## src/rtl/array_reader.sv

```systemverilog
// array_reader: walks a run of words in a single-ported array and streams them out.
//   Latency: 3 cycles per word (REQ -> CAP -> OUT) with mem_ready and out_ready held high.
//   Backpressure: the output word and all other outputs freeze while out_ready is low.
//   In_ready is high only in IDLE. A command arriving while the reader is busy is dropped.
//
// Ports
//   clk, rst                      clock; asynchronous active-high reset
//   in_valid/in_ready             command handshake
//   in_base/in_len                start address and word count; in_len==0 only pulses done
//   out_valid/out_ready           read-data stream handshake
//   out_data/out_last             data word, and a flag marking the last word of a command
//   done                          one-cycle pulse after each command completes
//   mem_addr/mem_valid/mem_ready  array request; the address is held until accepted
//   mem_we/mem_di                 always zero, because the reader only reads
//   mem_do                        array read data, one cycle after mem_addr
//   sum                           running sum of streamed words; present only when
//                                 ARRAY_READER_SUM_EN is defined
//
// Optional feature macro: ARRAY_READER_SUM_EN

`ifndef AR_ADDR_W
`define AR_ADDR_W 8
`endif
`ifndef AR_DATA_W
`define AR_DATA_W 32
`endif
`ifndef addrT
`define addrT logic [`AR_ADDR_W-1:0]
`endif
`ifndef intT
`define intT logic [`AR_DATA_W-1:0]
`endif

module array_reader #(
    parameter int DEPTH = 16
) (
    input  logic   clk,
    input  logic   rst,
    // command side
    input  logic   in_valid,
    output logic   in_ready,
    input  `addrT  in_base,
    input  `addrT  in_len,
    // read-data stream
    output logic   out_valid,
    input  logic   out_ready,
    output `intT   out_data,
    output logic   out_last,
    output logic   done,
    // array request side
    output `addrT  mem_addr,
    output logic   mem_we,
    output `intT   mem_di,
    output logic   mem_valid,
    // array response side
    input  `intT   mem_do,
    input  logic   mem_ready
`ifdef ARRAY_READER_SUM_EN
    ,
    output `intT   sum
`endif
);

    localparam int AW = `AR_ADDR_W;

    localparam logic [1:0] S_IDLE = 2'd0;
    localparam logic [1:0] S_REQ  = 2'd1;
    localparam logic [1:0] S_CAP  = 2'd2;
    localparam logic [1:0] S_OUT  = 2'd3;

    localparam logic [AW-1:0] LP_DEPTH = AW'(DEPTH);
    localparam logic [AW-1:0] LP_ONE   = AW'(1);

    // ------------------------------------------------------------------
    // State
    // ------------------------------------------------------------------
    logic [1:0] r_state;
    `addrT      r_cur;       // address of the word currently in flight
    `addrT      r_rem;       // words still to deliver, including the current one
    `intT       r_out_data;
    logic       r_done;

    // ------------------------------------------------------------------
    // Decode
    // ------------------------------------------------------------------
    logic       w_in_fire;
    logic       w_out_fire;
    logic       w_zero_len;
    logic       w_last_word;
    `addrT      w_cur_inc;
    `addrT      w_cur_next;

    assign w_in_fire   = in_valid && (r_state == S_IDLE);
    assign w_out_fire  = (r_state == S_OUT) && out_ready;
    assign w_zero_len  = (in_len == '0);
    assign w_last_word = (r_rem == LP_ONE);

    // The address wraps at the array depth rather than at the natural width
    // of the address field.
    assign w_cur_inc   = r_cur + 1'b1;
    assign w_cur_next  = (w_cur_inc == LP_DEPTH) ? '0 : w_cur_inc;

    // ------------------------------------------------------------------
    // Control FSM and datapath registers
    // ------------------------------------------------------------------
    always_ff @(posedge clk or posedge rst) begin
        if (rst) begin
            r_state    <= S_IDLE;
            r_cur      <= '0;
            r_rem      <= '0;
            r_out_data <= '0;
            r_done     <= 1'b0;
        end else begin
            r_done <= 1'b0;
            case (r_state)
                S_IDLE: begin
                    if (w_in_fire) begin
                        if (w_zero_len) begin
                            // An empty command completes at once and never touches
                            // the array or the output stream.
                            r_done <= 1'b1;
                        end else begin
                            r_cur   <= in_base;
                            r_rem   <= in_len;
                            r_state <= S_REQ;
                        end
                    end
                end
                S_REQ: begin
                    if (mem_ready) begin
                        r_state <= S_CAP;
                    end
                end
                S_CAP: begin
                    // mem_do now holds the word addressed while in REQ.
                    r_out_data <= mem_do;
                    r_state    <= S_OUT;
                end
                S_OUT: begin
                    if (out_ready) begin
                        if (w_last_word) begin
                            r_done  <= 1'b1;
                            r_state <= S_IDLE;
                        end else begin
                            r_cur   <= w_cur_next;
                            r_rem   <= r_rem - 1'b1;
                            r_state <= S_REQ;
                        end
                    end
                end
                default: begin
                    r_state <= S_IDLE;
                end
            endcase
        end
    end

    // ------------------------------------------------------------------
    // Outputs
    // ------------------------------------------------------------------
    // Every output comes from a register or from a decode of r_state. While
    // OUT is stalled nothing changes, so all outputs hold.
    assign in_ready  = (r_state == S_IDLE);
    assign out_valid = (r_state == S_OUT);
    assign out_last  = (r_state == S_OUT) && w_last_word;
    assign out_data  = r_out_data;
    assign done      = r_done;

    assign mem_valid = (r_state == S_REQ);
    assign mem_addr  = r_cur;
    assign mem_we    = 1'b0;
    assign mem_di    = '0;

`ifdef ARRAY_READER_SUM_EN
    // ------------------------------------------------------------------
    // Running sum of delivered words. It is cleared when a command is
    // accepted and holds its value after done until the next command.
    // ------------------------------------------------------------------
    `intT r_sum;

    always_ff @(posedge clk or posedge rst) begin
        if (rst) begin
            r_sum <= '0;
        end else if (w_in_fire) begin
            r_sum <= '0;
        end else if (w_out_fire) begin
            r_sum <= r_sum + r_out_data;
        end
    end

    assign sum = r_sum;
`endif

endmodule

```

## config.mk

```make
export PLATFORM = sky130hd
export DESIGN_NAME = array_reader
export DESIGN_NICKNAME = d
export VERILOG_FILES = /design/src/rtl/array_reader.sv
export SDC_FILE = /design/constraint.sdc
export NUM_CORES = 1
export LEC_CHECK = 0
export ABC_AREA = 1
export BUFFER_PORTS_ARGS = -buffer_cell sky130_fd_sc_hd__buf_2
export CELL_PAD_IN_SITES_DETAIL_PLACEMENT = 0
export CELL_PAD_IN_SITES_GLOBAL_PLACEMENT = 1
export CORE_MARGIN = 4
export CORE_UTILIZATION = 34
export CTS_CLUSTER_DIAMETER = 150
export DETAILED_ROUTE_END_ITERATION = 6
export GPL_TIMING_DRIVEN = 0
export PLACE_DENSITY = 0.82
export SLEW_MARGIN = 20
export SYNTH_ARGS = -nofsm -noshare
export SYNTH_HDL_FRONTEND = slang
export SYNTH_SLANG_ARGS = --single-unit
```

## constraint.sdc

```tcl
create_clock -name clk -period 1.8 [get_ports clk]
set_input_delay 0.09 -clock clk [delete_from_list [all_inputs] [get_ports clk]]
set_output_delay 0.09 -clock clk [all_outputs]
set_load 0.05 [all_outputs]
```

==> run_summary.xml <==
<?xml version="1.0" encoding="UTF-8"?>
<metrics>
  <group name="power">
    <metric name="peak_supply_drop" unit="mV">0.653</metric>
    <metric name="pwr-share-clk" unit="">0.092</metric>
    <metric name="switching_share" unit="">0.538</metric>
    <metric name="p_switching" unit="mW">4.54</metric>
    <metric name="power_frac_seq" unit="">0.258</metric>
    <metric name="cell_internal_pwr" unit="mW">3.89</metric>
    <metric name="comb_power_share" unit="">0.650</metric>
    <metric name="cellLeakagePower" unit="nW">2.00</metric>
    <metric name="power.density_cell_area" unit="nW/µm²">2220</metric>
  </group>
  <group name="logic_synthesis">
    <metric name="yosys.area_share.simple" unit="">0.154</metric>
    <metric name="synth_top_cell_area_share" unit="">0.446</metric>
    <metric name="dominantRegCellSynth" unit="">dfrtp_1</metric>
    <metric name="synth.area.mux_share" unit="">0.126</metric>
    <metric name="yosysUniqueCellTypes" unit="">31</metric>
    <metric name="ys_seq_elements" unit="">51</metric>
    <metric name="combinational_family_with_the_most_area_after_synthesis" unit="">simple AND/OR/NAND/NOR gates</metric>
    <metric name="synth-seq-area-share" unit="">0.446</metric>
    <metric name="synthMostInstantiatedCell" unit="">nand2_1</metric>
    <metric name="post_synth_inst_count" unit="">310</metric>
    <metric name="netlist_top_cells_area" unit="">dfrtp_1, mux2_2, buf_4</metric>
    <metric name="synthesized_area_per_cell" unit="µm²">9.23</metric>
    <metric name="postSynth.asyncResetShare" unit="">1.00</metric>
    <metric name="yosysTopAreaCell" unit="">dfrtp_1</metric>
    <metric name="yosys.area_share.xor_xnor" unit="">0.00306</metric>
    <metric name="number_of_enable_flip_flop_cells_after_synthesis" unit="">0</metric>
    <metric name="summed_instance_area_of_the_synthesized_netlist" unit="µm²">2860</metric>
    <metric name="synth_commonest_cells" unit="">nand2_1, dfrtp_1, buf_4, mux2_2, nor2_1</metric>
    <metric name="synth_fa_ha_area_frac" unit="">0.0350</metric>
    <metric name="synth-compound-area-share" unit="">0.0861</metric>
    <metric name="synth-warning-count" unit="">0</metric>
  </group>
  <group name="drt">
    <metric name="remaining_drc_errors" unit="">0</metric>
    <metric name="drt_pass1_iterations" unit="">4</metric>
    <metric name="first_iter_violations" unit="">49</metric>
    <metric name="detail_route_antenna_nets" unit="">0</metric>
    <metric name="wirelength" unit="mm">6.89</metric>
    <metric name="detail_route.vias_per_cell" unit="">4.33</metric>
    <metric name="route.vias.total" unit="">2403</metric>
    <metric name="wire_per_inst" unit="µm">12.4</metric>
  </group>
  <group name="clock_network">
    <metric name="number_of_buffers_inserted_during_clock_tree_synthesis" unit="">5</metric>
    <metric name="clock_tree.buffer_depth" unit="">2</metric>
    <metric name="clock_tree.root_cell" unit="">clkbuf_8</metric>
    <metric name="tritoncts_num_sinks" unit="">51</metric>
    <metric name="cts_clk_pin_slew_worst_paths" unit="ns">0.09</metric>
    <metric name="tritoncts" unit="">yes</metric>
    <metric name="clk_latency" unit="ns">0.30</metric>
    <metric name="number_of_h_tree_levels" unit="">2</metric>
  </group>
  <group name="critical_path">
    <metric name="crit_arrival" unit="ns">1.93</metric>
    <metric name="crit_start" unit="">r_state[1]$_DFFE_PP0P_</metric>
    <metric name="rr_worst_depth" unit="">12</metric>
    <metric name="timing.critical_path.mode_cell" unit="">nor2_2</metric>
    <metric name="path_buf_inv" unit="">4</metric>
    <metric name="timing.setup.critical_path_class" unit="">reg2reg</metric>
    <metric name="regToRegStartpoint" unit="">r_state[1]$_DFFE_PP0P_</metric>
    <metric name="cp_slowest_cell" unit="">dfrtp_2</metric>
    <metric name="cell_by_cell_listing_of_the_critical_path" unit="">inv_2 &gt; ha_2 &gt; inv_1 &gt; nor2_1 &gt; nand3_1 &gt; nor2_2 &gt; nor2_2 &gt; nand2_2 &gt; inv_4 &gt; buf_6 &gt; nand2_1 &gt; o21ai_2</metric>
    <metric name="worst_setup_path_end_kind" unit="">flop</metric>
    <metric name="timing.critical_path.slowest_cell_delay" unit="ns">0.45</metric>
    <metric name="cp.required" unit="ns">2.00</metric>
    <metric name="crit_path_max_fanout" unit="">10</metric>
    <metric name="worstReg2RegEnd" unit="">mem_addr[7]$_DFFE_PP0P_</metric>
    <metric name="reg2reg_slack" unit="ns">0.07</metric>
    <metric name="setup.worst_path.start_class" unit="">flop</metric>
    <metric name="critPathTopFamily" unit="">simple AND/OR/NAND/NOR gates</metric>
  </group>
  <group name="die">
    <metric name="die-height" unit="µm">99.7</metric>
    <metric name="overall_die_width" unit="µm">99.7</metric>
    <metric name="placementRows" unit="">33</metric>
    <metric name="core_region_area" unit="µm²">8220</metric>
    <metric name="floorplan.die_area" unit="µm²">9950</metric>
    <metric name="initial_utilization" unit="">0.348</metric>
    <metric name="number_of_top_level_design_ports" unit="">131</metric>
  </group>
  <group name="global_routing">
    <metric name="grt_overflow_total" unit="">0</metric>
    <metric name="number_of_antenna_violations_at_the_first_check_in_global_routing" unit="">0</metric>
    <metric name="grt_use_total" unit="">0.138</metric>
    <metric name="largest_net_degree_at_the_start_of_global_routing" unit="">33</metric>
    <metric name="grt_pass1_wl" unit="mm">11.1</metric>
    <metric name="first_global_vias" unit="">2382</metric>
  </group>
  <group name="placement">
    <metric name="numPlacedInstances" unit="">545</metric>
    <metric name="port_buffers" unit="">97</metric>
    <metric name="detailed_place_hpwl" unit="mm">5.43</metric>
    <metric name="placedInstanceArea" unit="µm²">3630</metric>
    <metric name="gp_congestion" unit="">0.754</metric>
  </group>
  <group name="sta">
    <metric name="fmax" unit="GHz">0.577</metric>
    <metric name="finalSetupViolCount" unit="">0</metric>
    <metric name="max-slew-margin-rel" unit="">0.639</metric>
    <metric name="final_max_slew_violation_count" unit="">0</metric>
    <metric name="finalClockSkew" unit="ns">0.00959</metric>
    <metric name="final-hold-violation-count" unit="">0</metric>
    <metric name="final.period_utilization" unit="">0.962</metric>
    <metric name="layout_min_cycle_time" unit="ns">1.73</metric>
    <metric name="worst_slew_pin_slew" unit="ns">0.541</metric>
    <metric name="grt_setup_unrepaired" unit="">yes</metric>
    <metric name="totalNegativeSetupSlack" unit="ns">0</metric>
  </group>
  <group name="min_path">
    <metric name="hold_path_depth" unit="">2</metric>
    <metric name="hp-class" unit="">in2reg</metric>
    <metric name="min_delay_worst_endpoint" unit="">out_data[16]$_DFFE_PP0N_</metric>
    <metric name="min_from" unit="">mem_do[16]</metric>
  </group>
  <group name="final_layout">
    <metric name="num_antenna_cells" unit="">0</metric>
    <metric name="final_layout_size_suffix_gt1_frac" unit="">0.460</metric>
    <metric name="layout-area-overhead-vs-synth" unit="%">32.7</metric>
    <metric name="filler_cell_count" unit="">825</metric>
    <metric name="design.final.nets" unit="">511</metric>
    <metric name="post_layout_instance_area" unit="µm²">3800</metric>
    <metric name="layout.cells.non_filler" unit="">555</metric>
  </group>
  <group name="job">
    <metric name="drv_cap" unit="">0</metric>
  </group>
  <group name="outcome">
    <metric name="run_status" unit="">finished, final reports clean</metric>
  </group>
</metrics>
## layer usage
layer,vias to the layer above,track usage,part of all wire
met5,-,0,0
met4,0,0.0305,0.0054
met3,4,0.0309,0.077
met2,98,0.240,0.50
met1,1084,0.173,0.42
li1,1217,-,-
## layout by cell type (no fill, tap or decap), types with 3 or more instances in the layout
cell	n
ha_1	6
a21oi_1	9
inv_2	4
buf_2	99
clkbuf_1	3
nand2_1	59
dfrtp_1	49
inv_1	22
mux2_2	30
o21ai_2	8
nor2_2	5
nand3_1	11
o21ai_0	14
buf_4	35
nor2_1	25
conb_1	33
clkbuf_8	5
## power by group through the flow
stage / Clock (mW) / Sequential, mW / Combinational [mW]
2_1_floorplan: 0 / 3.74 / 2.71
5_1_grt: 0.852 / 2.26 / 5.90
6_report: 0.773 / 2.18 / 5.48
3_3_place_gp: 0 / 2.15 / 5.37
4_1_cts: 0.811 / 2.16 / 5.48
3_5_place_dp: 0 / 2.18 / 5.47
## worst register-to-register path: stages (launching register included)
cell	delay, ns
dfrtp_2	0.45
inv_2	0.09
ha_2	0.20
inv_1	0.06
nor2_1	0.09
nand3_1	0.09
nor2_2	0.13
nor2_2	0.06
nand2_2	0.12
inv_4	0.06
buf_6	0.14
nand2_1	0.09
o21ai_2	0.05
## metrics by stage
step,setup slack [ns],util,total power [mW],hold slack [ns]
after CTS,0.0220,0.457,8.45,0.00303
after global routing,-0.0502,0.462,9.01,0.00189
after global placement,-0.237,0.440,7.52,0.311
final,0.0681,0.462,8.43,0.0112
after detailed placement,0.00148,0.442,7.65,0.148
after floorplan,0.0262,-,6.45,0.224
## worst max path at each step
stage / to / slack [ns] / cells past startpoint
finish: mem_addr[7]$_DFFE_PP0P_ / 0.07 / 12
global route: mem_addr[4]$_DFFE_PP0P_ / -0.05 / 12
CTS: r_rem[0]$_DFFE_PP0P_ / 0.02 / 12
detailed placement: r_state[0]$_DFFE_PP0P_ / 0.001 / 6
global placement: out_data[31]$_DFFE_PP0N_ / -0.24 / 2
floorplan: mem_addr[0]$_DFFE_PP0P_ / 0.03 / 12
## state kept, by name (all words and copies together), names as in the netlist
register / flops
done: 1
mem_addr: 8
out_data: 32
r_rem: 8
r_state: 2
## kinds of logic after synthesis
family,Yosys count
AND/OR/NAND/NOR,108
buffers and inverters,70
flip-flops,51
AO/OA/AOI/OAI,39
XOR/XNOR,1
adder cells (fa/ha/maj),8
multiplexers,32
other,1
## repair_timing
item,4_1_cts,5_1_grt
hold buffers,1,0
pin swaps,0,1
endpoints found under the setup margin,1,48
buffers inserted,0,2
gates resized for setup,1,10
cloned,0,0
endpoints found under the hold margin,19,0
## cell type report
type	instances	area [µm²]	area share
multi-input combinational	221	1320	0.348
sequential	51	1280	0.337
timing repair buffer	101	531	0.140
buffer	43	324	0.0853
tap	105	131	0.0346
inverter	27	104	0.0273
clock buffer	5	68.8	0.0181
clock inverter	2	37.5	0.00988
Power figures use the tool's default switching activity.
